### config.mk
export PLATFORM = sky130hd
export DESIGN_NAME = program_load_controller_flat
export DESIGN_NICKNAME = d
export VERILOG_FILES = /design/src/rtl/program_load_controller_pkg.sv /design/src/rtl/program_load_controller_if.sv /design/src/rtl/program_load_controller.sv /design/src/flat_wrapper.sv
export SDC_FILE = /design/constraint.sdc
export NUM_CORES = 1
export LEC_CHECK = 0
export ABC_AREA = 1
export CORE_MARGIN = 2
export CORE_UTILIZATION = 30
export DETAILED_ROUTE_END_ITERATION = 8
export PLACE_DENSITY_LB_ADDON = 0.25
export SLEW_MARGIN = 10
export SYNTH_ARGS = -nofsm -noshare
export SYNTH_HDL_FRONTEND = slang
export SYNTH_SLANG_ARGS = --single-unit
### constraint.sdc
create_clock -name clk -period 2.08 [get_ports clk]
set_clock_uncertainty 0.05 [all_clocks]
set_input_delay 0.416 -clock clk [delete_from_list [all_inputs] [get_ports clk]]
set_output_delay 0.416 -clock clk [all_outputs]
set_load 0.02 [all_outputs]
### src/rtl/program_load_controller_pkg.sv
// rtl/program_load_controller_pkg.sv - shared data width and loader state encoding
package program_load_controller_pkg;

  localparam int DATA_WIDTH = 8;

  typedef enum logic [2:0] {
    ST_IDLE    = 3'd0,
    ST_LEN     = 3'd1,
    ST_DATA    = 3'd2,
    ST_HOLD    = 3'd3,
    ST_RUN     = 3'd4,
    ST_DONE    = 3'd5,
    ST_TIMEOUT = 3'd6,
    ST_ERROR   = 3'd7
  } loader_state_t;

endpackage

### src/rtl/program_load_controller_if.sv
// rtl/program_load_controller_if.sv - byte stream, RAM write port, CPU control and status bundle
interface program_load_controller_if
  import program_load_controller_pkg::*;
#(
  parameter int ADDR_WIDTH = 4
) ();

  logic                  start;
  logic                  in_valid;
  logic [DATA_WIDTH-1:0] in_data;
  logic                  in_ready;
  logic                  ram_we;
  logic [ADDR_WIDTH-1:0] ram_addr;
  logic [DATA_WIDTH-1:0] ram_wdata;
  logic                  cpu_reset;
  logic                  cpu_halt;
  logic [DATA_WIDTH-1:0] cpu_out;
  logic                  busy;
  logic                  done;
  logic                  timeout;
  logic                  err;
  logic [DATA_WIDTH-1:0] result;

  // Controller side
  modport master (
    input  start, in_valid, in_data, cpu_halt, cpu_out,
    output in_ready, ram_we, ram_addr, ram_wdata, cpu_reset,
    output busy, done, timeout, err, result
  );

  // Byte source, RAM and CPU side
  modport slave (
    output start, in_valid, in_data, cpu_halt, cpu_out,
    input  in_ready, ram_we, ram_addr, ram_wdata, cpu_reset,
    input  busy, done, timeout, err, result
  );

endinterface

### src/rtl/program_load_controller.sv
// rtl/program_load_controller.sv - loads a length-prefixed program into RAM, then runs the CPU to halt or timeout
module program_load_controller
  import program_load_controller_pkg::*;
#(
  parameter int ADDR_WIDTH        = 4,
  parameter int RESET_HOLD_CYCLES = 2,
  parameter int MAX_RUN_CYCLES    = 1024
) (
  input  logic                      clk,
  input  logic                      reset,
  program_load_controller_if.master bus
);

  localparam int          DEPTH     = 1 << ADDR_WIDTH;
  localparam logic [31:0] HOLD_LAST = 32'(RESET_HOLD_CYCLES);
  localparam logic [31:0] RUN_LAST  = 32'(MAX_RUN_CYCLES - 1);

  loader_state_t         state_q;
  logic                  in_ready_q;
  logic                  ram_we_q;
  logic [ADDR_WIDTH-1:0] ram_addr_q;
  logic [DATA_WIDTH-1:0] ram_wdata_q;
  logic                  cpu_reset_q;
  logic                  busy_q;
  logic                  done_q;
  logic                  timeout_q;
  logic                  err_q;
  logic [DATA_WIDTH-1:0] result_q;
  logic [DATA_WIDTH-1:0] remaining_q;
  logic [ADDR_WIDTH-1:0] idx_q;
  logic [31:0]           hold_cnt_q;
  logic [31:0]           run_cnt_q;

  logic xfer;
  logic len_bad;

  // A byte moves only when the source offers it and we advertised readiness
  assign xfer    = bus.in_valid && in_ready_q;
  // Zero-length programs and programs longer than the RAM are rejected
  assign len_bad = (bus.in_data == '0) || (32'(bus.in_data) > 32'(DEPTH));

  // Loader sequencer: length, data writes, reset hold, run watch, sticky result states
  always_ff @(posedge clk) begin
    if (reset) begin
      state_q     <= ST_IDLE;
      in_ready_q  <= 1'b0;
      ram_we_q    <= 1'b0;
      ram_addr_q  <= '0;
      ram_wdata_q <= '0;
      cpu_reset_q <= 1'b1;
      busy_q      <= 1'b0;
      done_q      <= 1'b0;
      timeout_q   <= 1'b0;
      err_q       <= 1'b0;
      result_q    <= '0;
      remaining_q <= '0;
      idx_q       <= '0;
      hold_cnt_q  <= '0;
      run_cnt_q   <= '0;
    end else begin
      ram_we_q <= 1'b0;
      case (state_q)
        ST_IDLE, ST_DONE, ST_TIMEOUT, ST_ERROR: begin
          if (bus.start) begin
            state_q     <= ST_LEN;
            in_ready_q  <= 1'b1;
            busy_q      <= 1'b1;
            cpu_reset_q <= 1'b1;
            done_q      <= 1'b0;
            timeout_q   <= 1'b0;
            err_q       <= 1'b0;
            result_q    <= '0;
          end
        end
        ST_LEN: begin
          if (xfer) begin
            if (len_bad) begin
              state_q    <= ST_ERROR;
              in_ready_q <= 1'b0;
              busy_q     <= 1'b0;
              err_q      <= 1'b1;
            end else begin
              state_q     <= ST_DATA;
              remaining_q <= bus.in_data;
              idx_q       <= '0;
            end
          end
        end
        ST_DATA: begin
          if (xfer) begin
            ram_we_q    <= 1'b1;
            ram_addr_q  <= idx_q;
            ram_wdata_q <= bus.in_data;
            idx_q       <= idx_q + ADDR_WIDTH'(1);
            remaining_q <= remaining_q - DATA_WIDTH'(1);
            // Last byte: stop accepting now so the final write lands in the first HOLD cycle
            if (remaining_q == DATA_WIDTH'(1)) begin
              state_q    <= ST_HOLD;
              in_ready_q <= 1'b0;
              hold_cnt_q <= '0;
            end
          end
        end
        ST_HOLD: begin
          // The first HOLD cycle carries the final write; the hold count starts after it
          if (hold_cnt_q == HOLD_LAST) begin
            state_q     <= ST_RUN;
            cpu_reset_q <= 1'b0;
            run_cnt_q   <= '0;
          end else begin
            hold_cnt_q <= hold_cnt_q + 32'd1;
          end
        end
        ST_RUN: begin
          // Halt is checked first so it wins over a limit reached in the same cycle
          if (bus.cpu_halt) begin
            state_q  <= ST_DONE;
            busy_q   <= 1'b0;
            done_q   <= 1'b1;
            result_q <= bus.cpu_out;
          end else if (run_cnt_q == RUN_LAST) begin
            state_q     <= ST_TIMEOUT;
            busy_q      <= 1'b0;
            timeout_q   <= 1'b1;
            cpu_reset_q <= 1'b1;
          end else begin
            run_cnt_q <= run_cnt_q + 32'd1;
          end
        end
        default: begin
          state_q <= ST_IDLE;
        end
      endcase
    end
  end

  assign bus.in_ready  = in_ready_q;
  assign bus.ram_we    = ram_we_q;
  assign bus.ram_addr  = ram_addr_q;
  assign bus.ram_wdata = ram_wdata_q;
  assign bus.cpu_reset = cpu_reset_q;
  assign bus.busy      = busy_q;
  assign bus.done      = done_q;
  assign bus.timeout   = timeout_q;
  assign bus.err       = err_q;
  assign bus.result    = result_q;

endmodule

### src/flat_wrapper.sv
// flat-port wrapper written by rule: the top's interface ports become plain ports
module program_load_controller_flat import program_load_controller_pkg::*;
#(
  parameter int ADDR_WIDTH        = 4,
  parameter int RESET_HOLD_CYCLES = 2,
  parameter int MAX_RUN_CYCLES    = 1024
)
  (clk, reset, bus_start, bus_in_valid, bus_in_data, bus_cpu_halt, bus_cpu_out, bus_in_ready, bus_ram_we, bus_ram_addr, bus_ram_wdata, bus_cpu_reset, bus_busy, bus_done, bus_timeout, bus_err, bus_result);
  program_load_controller_if #(.ADDR_WIDTH(ADDR_WIDTH)) bus_i ();
  input  logic clk;
  input  logic reset;
  input wire logic [$bits(bus_i.start)-1:0] bus_start;
  input wire logic [$bits(bus_i.in_valid)-1:0] bus_in_valid;
  input wire logic [$bits(bus_i.in_data)-1:0] bus_in_data;
  input wire logic [$bits(bus_i.cpu_halt)-1:0] bus_cpu_halt;
  input wire logic [$bits(bus_i.cpu_out)-1:0] bus_cpu_out;
  output wire logic [$bits(bus_i.in_ready)-1:0] bus_in_ready;
  output wire logic [$bits(bus_i.ram_we)-1:0] bus_ram_we;
  output wire logic [$bits(bus_i.ram_addr)-1:0] bus_ram_addr;
  output wire logic [$bits(bus_i.ram_wdata)-1:0] bus_ram_wdata;
  output wire logic [$bits(bus_i.cpu_reset)-1:0] bus_cpu_reset;
  output wire logic [$bits(bus_i.busy)-1:0] bus_busy;
  output wire logic [$bits(bus_i.done)-1:0] bus_done;
  output wire logic [$bits(bus_i.timeout)-1:0] bus_timeout;
  output wire logic [$bits(bus_i.err)-1:0] bus_err;
  output wire logic [$bits(bus_i.result)-1:0] bus_result;
  assign bus_i.start = bus_start;
  assign bus_i.in_valid = bus_in_valid;
  assign bus_i.in_data = bus_in_data;
  assign bus_i.cpu_halt = bus_cpu_halt;
  assign bus_i.cpu_out = bus_cpu_out;
  assign bus_in_ready = bus_i.in_ready;
  assign bus_ram_we = bus_i.ram_we;
  assign bus_ram_addr = bus_i.ram_addr;
  assign bus_ram_wdata = bus_i.ram_wdata;
  assign bus_cpu_reset = bus_i.cpu_reset;
  assign bus_busy = bus_i.busy;
  assign bus_done = bus_i.done;
  assign bus_timeout = bus_i.timeout;
  assign bus_err = bus_i.err;
  assign bus_result = bus_i.result;
  program_load_controller #(.ADDR_WIDTH(ADDR_WIDTH), .RESET_HOLD_CYCLES(RESET_HOLD_CYCLES), .MAX_RUN_CYCLES(MAX_RUN_CYCLES)) u_core (.clk(clk), .reset(reset), .bus(bus_i));
endmodule
==> flow_summary.ini <==
[outcome]
result_of_the_run = finished clean

[floorplanning]
row_count = 54
die_h_microns = 152
io_pins = 48
dieWidth_microns = 152
initial_utilization_pct = 30.5
die_outline_area_sq_um = 23200
core-area_sq_um = 21700

[global_routing]
grt_first_pass_wirelength_microns = 30300
grtUsageTotal_pct = 15.6
global_route.peak_usage_layer = met2
groute.layer.met3.usage_pct = 3.13
grt_remaining_overflow = 0
grt_antenna_before_repair = 0
met1_track_demand_over_resource_in_global_routing_pct = 21.4
grt_max_degree = 33
globalRouteMet2Util_pct = 24.8
first_global_vias = 6166

[drt]
final_antenna_net_count = 0
routed_wl_microns = 17700
wl_per_cell_microns = 12.7
number_of_detailed_route_iterations_in_the_first_pass = 5
drt-vias-per-instance = 4.66
first_iter_violations = 391
vias = 6527
remaining_drc_errors = 0

[cts]
clock_tree_from_tritoncts = built
sink_count = 106
htree_num_levels = 3
number_of_hold_buffers_added_after_cts = 0
worst_skew_pair.late_latency_ns = 0.36
cts_inserted_buffers = 9
cts-resized-gates = 0
clk_root_buffer_cell = sky130_fd_sc_hd__clkbuf_16
cts_setup_buffers = 0
clk_transition_reported_paths_ns = 0.09
number_of_buffers_between_clock_root_and_the_deepest_sink = 2

[final_layout]
area_used_by_multi_input_combinational_logic_sq_um = 3940
fill_cell_instance_count_of_the_final_layout = 2352
fin_nets = 1142
area_growth_syn_to_layout_pct = 18.9
drive_gt1_share_pct = 12.4
antenna_cells_inserted = 0
final_core_utilization_pct = 36.2
postLayoutCellArea_sq_um = 7860
sequential_cell_area_sq_um = 2120

[place]
placed_cell_area_sq_um = 7540
detailed_place_hpwl_microns = 13300
place.gp.congestion = 0.871
portBuffers = 47

[power_and_ir_drop]
power.leakage_nw = 2.84
power.ir.vdd_worst_mv = 0.470
design_power_total_mw = 5.63
p_per_area_nw_per_um2 = 717

[setup_path]
worst-setup-path-type = register to output pin
critical_path_peak_fanout = 3
worst_setup_path_start_kind = register
slowest_delay_ns = 0.64
crit_family = buffers and inverters
worst_ep_required_time_ns = 1.61
setup.worst_path.end_class = output pin
worst_setup_path_startpoint = u_core.bus.in_ready
worstReg2RegStart = u_core.run_cnt_q[1]
worst-path-buf-inv = 1
path_cells = clkdlybuf4s50_1
critPathSlowestCell = sky130_fd_sc_hd__clkdlybuf4s50_1
arrival_ns = 1.42

[sta]
slew-limit-headroom_pct = 72.4
achievable-frequency_mhz = 530
post-route-min-period_ns = 1.89
final-max-slew-violation-count = 0
worst-slew-pin-transition_ns = 0.412
finalSetupViolCount = 0
setup_tns_ns = 0
min_period_over_period_pct = 90.6
grt_setup_unrepaired = false
report.final.hold_viol_count = 0

[flow_run]
maxCapViolCount = 0

[synthesis]
yosys.cell_types.count = 40
ys_seq_area_share_pct = 32.1
syn_avg_cell_area_sq_um = 6.26
synthMostInstantiatedCell = sky130_fd_sc_hd__nand2_1
leading_cell_types_by_total_area_after_synthesis = sky130_fd_sc_hd__dfxtp_1 32%, sky130_fd_sc_hd__nand2_1 18%, sky130_fd_sc_hd__nor2_1 10%
mappedNetlistNets = 1082
synth_enable_flop_cells = 0
mappedNetlistArea_sq_um = 6610
synth_seq_cells = 106
yosys-top-cells-count = 315 x sky130_fd_sc_hd__nand2_1, 177 x sky130_fd_sc_hd__nor2_1, 106 x sky130_fd_sc_hd__dfxtp_1
synth-async-reset-ratio_pct = 0
synth_largest_area_cell = sky130_fd_sc_hd__dfxtp_1
synthesis.instances = 1055
ys_warn_count = 0
synthFlopType = sky130_fd_sc_hd__dfxtp_1
yosysTopAreaCellShare_pct = 32.1

[min_path]
origin_of_the_worst_min_delay_path = reset
hold_path.class = primary input to register
==> sequential cells by signal (all words and copies together), names as in the netlist, 3 cells and up <==
name / flops
u_core.bus.result: 8
u_core.bus.ram_addr: 4
u_core.idx_q: 4
u_core.bus.ram_wdata: 8
u_core.remaining_q: 8
u_core.hold_cnt_q: 32
u_core.state_q: 3
u_core.run_cnt_q: 32
==> power by group <==
| part | switching [mW] | total [mW] | leakage (nW) | internal [mW] |
|---|---|---|---|---|
| clock network | 0.931 | 1.80 | 0.153 | 0.872 |
| logic | 1.04 | 1.60 | 1.83 | 0.561 |
| registers | 0.0955 | 2.23 | 0.856 | 2.13 |
| total | 2.07 | 5.63 | 2.84 | 3.57 |
==> cell usage in the layout (no fill, tap or decap), types with 2 or more instances in the layout <==
cell type                         instances
sky130_fd_sc_hd__a21boi_0                 2
sky130_fd_sc_hd__a21o_1                   6
sky130_fd_sc_hd__a21oi_1                 58
sky130_fd_sc_hd__a21oi_2                 30
sky130_fd_sc_hd__buf_12                   4
sky130_fd_sc_hd__buf_4                   31
sky130_fd_sc_hd__clkbuf_16                9
sky130_fd_sc_hd__clkdlybuf4s50_1         46
sky130_fd_sc_hd__clkinv_8                 3
sky130_fd_sc_hd__dfxtp_1                106
sky130_fd_sc_hd__ha_1                     6
sky130_fd_sc_hd__inv_1                   85
sky130_fd_sc_hd__inv_2                    9
sky130_fd_sc_hd__inv_6                    2
sky130_fd_sc_hd__inv_8                    2
sky130_fd_sc_hd__nand2_1                315
sky130_fd_sc_hd__nand2_2                 23
sky130_fd_sc_hd__nand2_4                  3
sky130_fd_sc_hd__nand3_1                 85
sky130_fd_sc_hd__nand3_2                  3
sky130_fd_sc_hd__nand4_1                  9
sky130_fd_sc_hd__nor2_1                 177
sky130_fd_sc_hd__nor2_2                   5
sky130_fd_sc_hd__nor2_4                   4
sky130_fd_sc_hd__nor2_8                   2
sky130_fd_sc_hd__nor3_1                  24
sky130_fd_sc_hd__o21ai_0                 29
sky130_fd_sc_hd__o21ai_1                  9
sky130_fd_sc_hd__o21ai_2                  2
sky130_fd_sc_hd__or2_2                    3
sky130_fd_sc_hd__xnor2_1                  6
sky130_fd_sc_hd__xor2_1                  13
==> worst paths after layout <==
check	end	depth (start not counted)	slack, ns
min	u_core.run_cnt_q[24]	2	0.26
min reg2reg	u_core.bus.timeout	2	0.42
max	bus_in_ready	1	0.19
max reg2reg	u_core.run_cnt_q[0]	11	0.22
==> stage by stage <==
stage | hold WS [ns] | cells | worst slack [ns]
after detailed placement | 0.410 | 1384 | 0.0373
after floorplan | 0.389 | 1055 | 0.317
after global routing | 0.260 | 1400 | 0.00884
after CTS | 0.255 | 1400 | 0.193
final | 0.262 | 1400 | 0.195
after global placement | 0.402 | 1384 | 0.110
==> metal layers <==
layer | part of all wire, % | vias up
li1 | - | 3481
met1 | 50 | 2902
met2 | 44 | 124
met3 | 3.9 | 20
met4 | 1.8 | 0
met5 | 0 | -
==> cells by family after synthesis <==
logic type / Yosys count / share of synthesized area [%]
AO/OA/AOI/OAI: 138 / 12.7
XOR/XNOR: 19 / 2.52
adder cells (fa/ha/maj): 6 / 1.14
buffers and inverters: 127 / 8.26
flip-flops: 106 / 32.1
AND/OR/NAND/NOR: 659 / 43.3
==> area by class of cell <==
type / instances / share of cell area, %
flip-flops and latches: 106 / 27.0
repair buffers: 81 / 9.84
clock inverters: 7 / 1.13
well taps: 280 / 4.46
multi-input cells: 822 / 50.1
inverters: 95 / 4.57
clock buffers: 9 / 2.87
Note: power is estimated with default switching activity, not from simulation.
